--- src/rtl/conv_arb_pkg.sv ---
// Shared state type and default sizing for the convolution output arbiter.
package conv_arb_pkg;

    localparam int DEF_OUTW  = 24;
    localparam int DEF_NREQ  = 4;
    localparam int DEF_BURST = 8;

    typedef enum logic {
        StIdle,
        StBurst
    } arb_state_e;

endpackage

--- src/rtl/rr_priority_pick.sv ---
// Rotating-priority search: first asserted req after index `last`, wrapping around.
module rr_priority_pick #(
    parameter int NREQ = 4,
    parameter int LOGN = $clog2(NREQ)
) (
    input  logic [NREQ-1:0] req,
    input  logic [LOGN-1:0] last,
    output logic            found,
    output logic [LOGN-1:0] idx
);

    logic [LOGN-1:0] cand;

    always_comb begin
        found = 1'b0;
        idx   = '0;
        cand  = '0;
        // Scan farthest-first so the nearest requester after `last` is the final winner.
        for (int k = NREQ; k >= 1; k--) begin
            cand = LOGN'((int'(last) + k) % NREQ);
            if (req[cand]) begin
                found = 1'b1;
                idx   = cand;
            end
        end
    end

endmodule

--- src/rtl/conv_out_arbiter.sv ---
// Round-robin burst arbiter merging NREQ lane FIFOs onto one registered AXI-stream port.
module conv_out_arbiter
    import conv_arb_pkg::*;
#(
    parameter int  OUTW  = DEF_OUTW,
    parameter int  NREQ  = DEF_NREQ,
    parameter int  BURST = DEF_BURST,
    localparam int LOGN  = $clog2(NREQ)
) (
    input  logic                 clk,
    input  logic                 reset,
    input  logic [NREQ*OUTW-1:0] IN_AXIS_TDATA,
    input  logic [NREQ-1:0]      IN_AXIS_TVALID,
    output logic [NREQ-1:0]      IN_AXIS_TREADY,
    output logic [OUTW-1:0]      OUT_AXIS_TDATA,
    output logic                 OUT_AXIS_TVALID,
    output logic [LOGN-1:0]      OUT_AXIS_TID,
    output logic                 OUT_AXIS_TLAST,
    input  logic                 OUT_AXIS_TREADY
);

    localparam int              CNTW     = $clog2(BURST);
    localparam logic [CNTW-1:0] LastBeat = CNTW'(BURST - 1);

    arb_state_e      state_q, state_d;
    logic [LOGN-1:0] grant_q, grant_d;
    logic [LOGN-1:0] last_grant_q, last_grant_d;
    logic [CNTW-1:0] count_q, count_d;
    logic [OUTW-1:0] data_q, data_d;
    logic [LOGN-1:0] tid_q, tid_d;
    logic            tlast_q, tlast_d;
    logic            valid_q, valid_d;

    logic            pick_found;
    logic [LOGN-1:0] pick_idx;
    logic            in_burst;
    logic            slot_open;
    logic            xfer;

    rr_priority_pick #(
        .NREQ (NREQ),
        .LOGN (LOGN)
    ) u_pick (
        .req   (IN_AXIS_TVALID),
        .last  (last_grant_q),
        .found (pick_found),
        .idx   (pick_idx)
    );

    // Ready depends only on state and the output slice, never on the lane valids.
    always_comb begin
        in_burst       = (state_q == StBurst);
        slot_open      = !valid_q || OUT_AXIS_TREADY;
        IN_AXIS_TREADY = '0;
        if (in_burst) begin
            IN_AXIS_TREADY[grant_q] = slot_open;
        end
        xfer = in_burst && slot_open && IN_AXIS_TVALID[grant_q];
    end

    always_comb begin
        state_d      = state_q;
        grant_d      = grant_q;
        last_grant_d = last_grant_q;
        count_d      = count_q;
        data_d       = data_q;
        tid_d        = tid_q;
        tlast_d      = tlast_q;
        valid_d      = valid_q && !OUT_AXIS_TREADY;

        unique case (state_q)
            StIdle: begin
                if (pick_found) begin
                    grant_d = pick_idx;
                    count_d = '0;
                    state_d = StBurst;
                end
            end
            StBurst: begin
                if (xfer) begin
                    data_d  = IN_AXIS_TDATA[int'(grant_q) * OUTW +: OUTW];
                    tid_d   = grant_q;
                    tlast_d = (count_q == LastBeat);
                    valid_d = 1'b1;
                    count_d = count_q + 1'b1;
                    if (count_q == LastBeat) begin
                        last_grant_d = grant_q;
                        state_d      = StIdle;
                    end
                end else if (slot_open) begin
                    // Granted lane ran dry: give the port up without a TLAST.
                    last_grant_d = grant_q;
                    state_d      = StIdle;
                end
            end
            default: state_d = StIdle;
        endcase
    end

    always_ff @(posedge clk) begin
        if (!reset) begin
            state_q      <= StIdle;
            grant_q      <= '0;
            last_grant_q <= LOGN'(NREQ - 1);
            count_q      <= '0;
            data_q       <= '0;
            tid_q        <= '0;
            tlast_q      <= 1'b0;
            valid_q      <= 1'b0;
        end else begin
            state_q      <= state_d;
            grant_q      <= grant_d;
            last_grant_q <= last_grant_d;
            count_q      <= count_d;
            data_q       <= data_d;
            tid_q        <= tid_d;
            tlast_q      <= tlast_d;
            valid_q      <= valid_d;
        end
    end

    assign OUT_AXIS_TDATA  = data_q;
    assign OUT_AXIS_TVALID = valid_q;
    assign OUT_AXIS_TID    = tid_q;
    assign OUT_AXIS_TLAST  = tlast_q;

endmodule

--- config.mk ---
export PLATFORM = sky130hd
export DESIGN_NAME = conv_out_arbiter
export DESIGN_NICKNAME = d
export VERILOG_FILES = /design/src/rtl/conv_arb_pkg.sv /design/src/rtl/rr_priority_pick.sv /design/src/rtl/conv_out_arbiter.sv
export SDC_FILE = /design/constraint.sdc
export NUM_CORES = 1
export LEC_CHECK = 0
export BUFFER_PORTS_ARGS = -buffer_cell sky130_fd_sc_hd__buf_4
export CORE_MARGIN = 1.5
export CORE_UTILIZATION = 42
export DETAILED_ROUTE_END_ITERATION = 8
export PLACE_DENSITY = 0.86
export SYNTH_ARGS = -nofsm -noshare
export SYNTH_HDL_FRONTEND = slang
export SYNTH_SLANG_ARGS = --single-unit
--- constraint.sdc ---
create_clock -name clk -period 3.8 [get_ports clk]
set_clock_uncertainty 0.2 [all_clocks]
set_input_delay 0.38 -clock clk [delete_from_list [all_inputs] [get_ports clk]]
set_output_delay 0.38 -clock clk [all_outputs]
set_load 0.1 [all_outputs]
==> results.cfg, run 1 <==
[synth]
synth_area_leaders = dfxtp_1 35%, mux4_2 27%, nand2_1 10%, a21oi_1 7.7%, buf_6 3.3%
synth_area_um2 = 2070
ys_warn_count = 0
synth.distinct_cells = 32
synth_seq_cells = 36
syn-mean-instance-area_um2 = 9.69
netlist.area_leader.share_pct = 34.8
synth_area_leader_cell = dfxtp_1
ys_seq_area_share_pct = 34.8
syn-num-nets = 319
synth_cells = 214

[grt]
grt_pass1_vias = 2038
grt_start_max_net_pins = 35
grt.overflow.total = 0
grt_pass1_wl_um = 8960
grt_usage_pct = 21.3
antenna_found_initial = 0

[run]
timing.max_cap.violations = 0

[power_and_ir_drop]
power_density_nw_per_um2 = 386
power_mw = 1.22
p_leak_nw = 1.37
peakVddDrop_mv = 0.232

[cts]
clk_latency_ns = 0.27
cts_buffer_depth = 2
cts_max_level = 2
cts_tree = yes
hold_buffers = 0
clk_pin_slew_worst_paths_ns = 0.07
cts_setup_buffers = 0
cts_resized = 0
cts-root-buf = clkbuf_8
numClockSinks = 36
cts_made_buffers = 5

[worst_hold_path]
whs_path_depth = 2
hold_class = in2reg

[place]
dpl_cell_area_um2 = 3060
port_buffers = 134
post-dp-hpwl_um = 4360
gp_congestion = 0.917

[sta]
hold_viol_final = 0
fin_crit_sh_pct = 66.4
holdWs_ns = 0.0853
relSlewSlack_pct = 38.6
setup_viol = 0
tightest_slew_ns = 0.915
rsz0062_at_grt = false
max_freq_mhz = 397
fin_crit_ns = 2.52
finalSetupTns_ns = 0
slew_violations = 0

[finish]
fillers = 419
area_delta_synth_final_pct = 52.0
fin_nets = 444
fin_util_pct = 66.3
fin_area_um2 = 3150
drive_above_1_share_pct = 51.8
antenna_cells = 0

[floorplan]
core_um2 = 4750
die_y_um = 73.3
row_count = 25
initial_core_util_pct = 43.6
io_pins = 135
die_x_um = 73.3
die_area_um2 = 5370

[setup_path]
crit_path_end_kind = output pin
cp_slowest_stage_delay_ns = 0.65
crit_required_ns = 3.22
reg2reg_depth = 4
cpMaxStageDelayCell = dfxtp_2
cp_top_family = buffers and inverters
crit_cells = 4
cp_num_buf_inv = 3
path_cells = buf_4 -> inv_1 -> nor3_1 -> buf_4
cpMostUsedCell = buf_4
critPathMaxFanout = 18
cp-start-kind = flop
arrival_ns = 1.94
critical_path_class = reg2out

[routing]
dr_total_vias = 2074
drc = 0
post_drt_wl_per_cell_um = 14.0
drtIter0Drc = 57
routed_wl_um = 5710
first_pass_iters = 6
ant_nets = 0
avgViaCountPerCell = 5.10

[run_status]
status = complete, no violations
==> flip-flops by register name (all words and copies together), names as in the netlist <==
| name | count |
|---|---|
| grant_q | 2 |
| last_grant_q | 2 |
| in_burst | 1 |
| OUT_AXIS_TLAST | 1 |
| OUT_AXIS_TDATA | 24 |
| OUT_AXIS_TVALID | 1 |
| count_q | 3 |
| OUT_AXIS_TID | 2 |
==> cell usage in the layout, fill, tap and decap left out <==
master,count
a21oi_1,32
o31ai_1,1
nor2_1,7
nand3_1,4
inv_1,7
nand2_1,57
dfxtp_1,35
o22ai_1,1
clkinv_2,2
a221oi_1,1
o221a_2,1
mux4_2,25
mux2_2,1
or3_1,1
nor4_1,1
and3_4,1
nor3_1,2
nor2b_1,1
ha_1,2
a211oi_1,1
mux2i_1,2
dfxtp_2,1
a31oi_1,1
a211oi_2,1
or2_2,1
o21ai_0,2
buf_4,136
clkbuf_8,6
nand2b_1,3
clkinv_1,1
o221ai_1,2
nand3_2,1
==> report_power, final <==
part,switching [mW],internal (mW)
clock network,0.125,0.144
logic,0.311,0.199
registers,0.0293,0.408
total,0.465,0.752
==> synthesized netlist by cell type <==
cell type	n
mux4_2	25
buf_1	1
a211oi_2	1
a21oi_1	32
a31oi_1	1
clkbuf_1	5
a211oi_1	1
buf_2	6
o221ai_1	2
mux2i_1	2
or2_2	1
dfxtp_1	36
nand2b_1	3
o31ai_1	1
nor2b_1	1
nand3_2	1
and3_4	1
nand3_1	4
buf_6	6
o21ai_0	2
ha_1	2
nor2_1	7
nor4_1	1
or3_1	1
clkinv_1	1
o221a_2	1
nor3_1	2
o22ai_1	1
a221oi_1	1
nand2_1	57
mux2_2	1
inv_1	7
==> layout make-up <==
type                    count  area, um^2  area share [%]
flip-flops and latches     36         722            22.9
repair buffers            136        1020            32.4
multi-input cells         152        1200            38.1
inverters                   8        30.0           0.953
clock buffers               6        82.6            2.62
well taps                  67        83.8            2.66
clock inverters             2        10.0           0.318
==> metal layers <==
layer / up-vias / GRT usage [%] / part of all wire [%]
met2: 95 / 43.0 / 56
met4: 0 / 4.19 / 0.63
met5: - / 0 / 0
met1: 954 / 22.3 / 36
li1: 1021 / - / -
met3: 4 / 4.25 / 8.1
==> worst paths after layout <==
path | start | endpoint | slack, ns
hold reg to reg | OUT_AXIS_TDATA[20]$_SDFFE_PN0P_ | OUT_AXIS_TDATA[20]$_SDFFE_PN0P_ | 0.26
hold / removal | reset | last_grant_q[0]$_SDFFE_PN1P_ | 0.09
setup reg to reg | grant_q[0]$_SDFFE_PN0P_ | OUT_AXIS_TDATA[11]$_SDFFE_PN0P_ | 1.49
setup / recovery | grant_q[0]$_SDFFE_PN0P_ | IN_AXIS_TREADY[1] | 1.28
==> metrics by stage <==
| step | instances | setup slack [ns] |
|---|---|---|
| 6_report | 407 | 1.28 |
| 3_5_place_dp | 399 | 1.45 |
| 2_1_floorplan | 214 | 0.139 |
| 3_3_place_gp | 399 | 1.50 |
| 4_1_cts | 407 | 1.21 |
| 5_1_grt | 407 | 1.06 |
==> logic make-up (layout without fill, tap and decap cells) <==
family	Yosys count	count (layout)	share of synthesized area (%)
flip-flops	36	36	34.8
AND/OR/NAND/NOR	79	79	16.2
multiplexers	28	28	28.7
adder cells (fa/ha/maj)	2	2	1.21
AO/OA/AOI/OAI	43	43	11.9
buffers and inverters	26	152	7.24
(Power assumes the default switching activity.)
==> run 2, diff against run 1 <==
--- a/config.mk
+++ b/config.mk
@@ -5,11 +5,12 @@
 export SDC_FILE = /design/constraint.sdc
 export NUM_CORES = 1
 export LEC_CHECK = 0
+export ABC_AREA = 1
 export BUFFER_PORTS_ARGS = -buffer_cell sky130_fd_sc_hd__buf_4
 export CORE_MARGIN = 1.5
-export CORE_UTILIZATION = 42
+export CORE_UTILIZATION = 40
 export DETAILED_ROUTE_END_ITERATION = 8
-export PLACE_DENSITY = 0.86
+export PLACE_DENSITY = 0.83
 export SYNTH_ARGS = -nofsm -noshare
 export SYNTH_HDL_FRONTEND = slang
 export SYNTH_SLANG_ARGS = --single-unit
==> constraint.sdc (replaced) <==
create_clock -name clk -period 2.3 [get_ports clk]
set_clock_uncertainty 0.2 [all_clocks]
set_input_delay 0.23 -clock clk [delete_from_list [all_inputs] [get_ports clk]]
set_output_delay 0.23 -clock clk [all_outputs]
set_load 0.1 [all_outputs]
==> results.cfg, run 2 <==
[sta]
max_freq_mhz = 479
setup_viol = 0
holdWs_ns = 0.0460
fin_crit_sh_pct = 90.7
tightest_slew_ns = 0.498
fin_crit_ns = 2.09
relSlewSlack_pct = 66.8
hold_viol_final = 0
slew_violations = 0
finalSetupTns_ns = 0
rsz0062_at_grt = false

[synth]
ys_seq_area_share_pct = 31.5
syn-num-nets = 494
synth_area_leaders = dfxtp_1 31%, nand2_1 23%, a21oi_1 12%, nor2_1 6.6%, nor3_1 5.7%
synth_area_um2 = 2290
ys.flop_type = dfxtp_1
synth_commonest_cells = 142 x nand2_1, 57 x a21oi_1, 40 x nor2_1
synth-compound-area-share_pct = 19.7
yosysMostFrequentCell = nand2_1
synth_fa_ha_area_share_pct = 1.09
ys_warn_count = 0
synth_area_leader_cell = dfxtp_1
syn-mean-instance-area_um2 = 5.89
synth_cells = 389
synth-simple-area-share_pct = 38.1
synth_xor_area_share_pct = 0
async_flop_share_pct = 0
synth_edf_count = 0
synth_top_family_by_area = simple AND/OR/NAND/NOR gates
netlist.area_leader.share_pct = 31.5
muxShareOfSynthArea_pct = 0
synth.distinct_cells = 21
synth_seq_cells = 36

[routing]
ant_nets = 0
dr_total_vias = 2929
m1WireLength_um = 2940
first_pass_iters = 4
met3_length_um = 497
highest_layer = met4
wl_met2_um = 3530
drtIter0Drc = 98
avgViaCountPerCell = 5.02
drc = 0
post_drt_wl_per_cell_um = 12.2
routed_wl_um = 7130

[power_and_ir_drop]
p_leak_nw = 1.78
peakVddDrop_mv = 0.557
power_density_nw_per_um2 = 965

[finish]
fin_util_pct = 61.8
drive_above_1_share_pct = 31.5
antenna_cells = 0
area_delta_synth_final_pct = 48.7
mostFrequentLayoutCell = nand2_1
seq_area_um2 = 723
largest_reg_flops = 24
most-common-layout-cells = 142 x nand2_1, 140 x buf_4, 57 x a21oi_1
multiInputGateArea_um2 = 1380
fin_nets = 615
fillers = 542

[grt]
grt_pass1_wl_um = 11700
grt_pass1_vias = 2852
grt.overflow.total = 0
antenna_found_initial = 0
grt_usage_pct = 23.4
grt_start_max_net_pins = 51

[floorplan]
core_um2 = 5510
io_pins = 135
die_area_um2 = 6190
initial_core_util_pct = 41.6
row_count = 27
die_y_um = 78.7
die_x_um = 78.7

[setup_path]
arrival_ns = 1.66
crit_path_end_kind = output pin
cp-start-kind = flop
critPathMaxFanout = 5
crit_required_ns = 1.87
critical_path_class = reg2out

[cts]
numClockSinks = 36
cts-root-buf = clkbuf_8
cts_resized = 0
cts_tree = yes
cts_setup_buffers = 0
clk_latency_ns = 0.28
hold_buffers = 0
cts_made_buffers = 5
clk_pin_slew_worst_paths_ns = 0.07
cts_buffer_depth = 2
cts_max_level = 2

[place]
gp_congestion = 0.800
post-dp-hpwl_um = 5410
port_buffers = 134

[worst_hold_path]
hold_class = in2reg

[run_status]
status = complete, no violations

[run]
timing.max_cap.violations = 0
==> run 2: changes by cell type after synthesis, sizes merged, moves of 3 or more <==
cell and delta:
buf -4, mux4 -25, clkbuf +12, o21ai +29
nand2b -3, nor3 +24, nand2 +87, inv +11
nor2 +33, a21oi +25
==> run 2: metal layers <==
metal / GRT usage [%] / vias up
met5: 0 / -
met4: 11.4 / 0
met3: 6.16 / 15
met2: 42.8 / 108
met1: 24.5 / 1309
li1: - / 1497
==> run 2: final timing paths <==
kind | depth (start not counted) | to | from | slack, ns
min | 4 | OUT_AXIS_TVALID$_SDFF_PN0_ | OUT_AXIS_TREADY | 0.05
min reg2reg | 2 | count_q[2]$_SDFFE_PN0P_ | count_q[2]$_SDFFE_PN0P_ | 0.28
max reg2reg | 7 | OUT_AXIS_TID[1]$_SDFFE_PN0P_ | grant_q[1]$_SDFFE_PN0P_ | 0.46
max | 5 | IN_AXIS_TREADY[3] | in_burst$_SDFF_PN0_ | 0.21
==> run 2: layout make-up <==
class / instances / area share (%)
Tap cell: 72 / 2.65
Inverter: 18 / 2.06
Multi-Input combinational cell: 309 / 40.4
Clock buffer: 7 / 2.53
Clock inverter: 1 / 0.220
Sequential cell: 36 / 21.2
Timing Repair Buffer: 140 / 30.9
==> run 2: cells by family after synthesis <==
kind of cell	Yosys count
and+or+nand+nor	218
AOI/OAI and AO/OA	89
buffers and inverters	44
DFF	36
adders and majority gates	2
==> run 2: where the power goes <==
part | internal, mW | switching (mW) | leakage [nW] | total, mW
sequential | 0.746 | 0.0837 | 0.296 | 0.830
clock | 0.243 | 0.215 | 0.0445 | 0.458
combinational | 0.527 | 1.47 | 1.44 | 2.00
total | 1.52 | 1.77 | 1.78 | 3.28
==> run 2: per-stage QoR <==
step	cell area, um^2	total power, mW	setup WS, ns	cells
finish	3410	3.28	0.213	583
global route	3410	3.49	0.131	583
CTS	3410	3.29	0.206	583
detailed placement	3310	2.83	0.455	575
global placement	3310	2.81	0.524	575
floorplan	2320	2.39	0.0199	389
==> run 2: critical path, cell delays in order, from the launching register on <==
cell and delay, ns:
dfxtp_1 0.36, inv_1 0.07, nor2_1 0.24, inv_1 0.22, nor3_4 0.18, buf_4 0.31
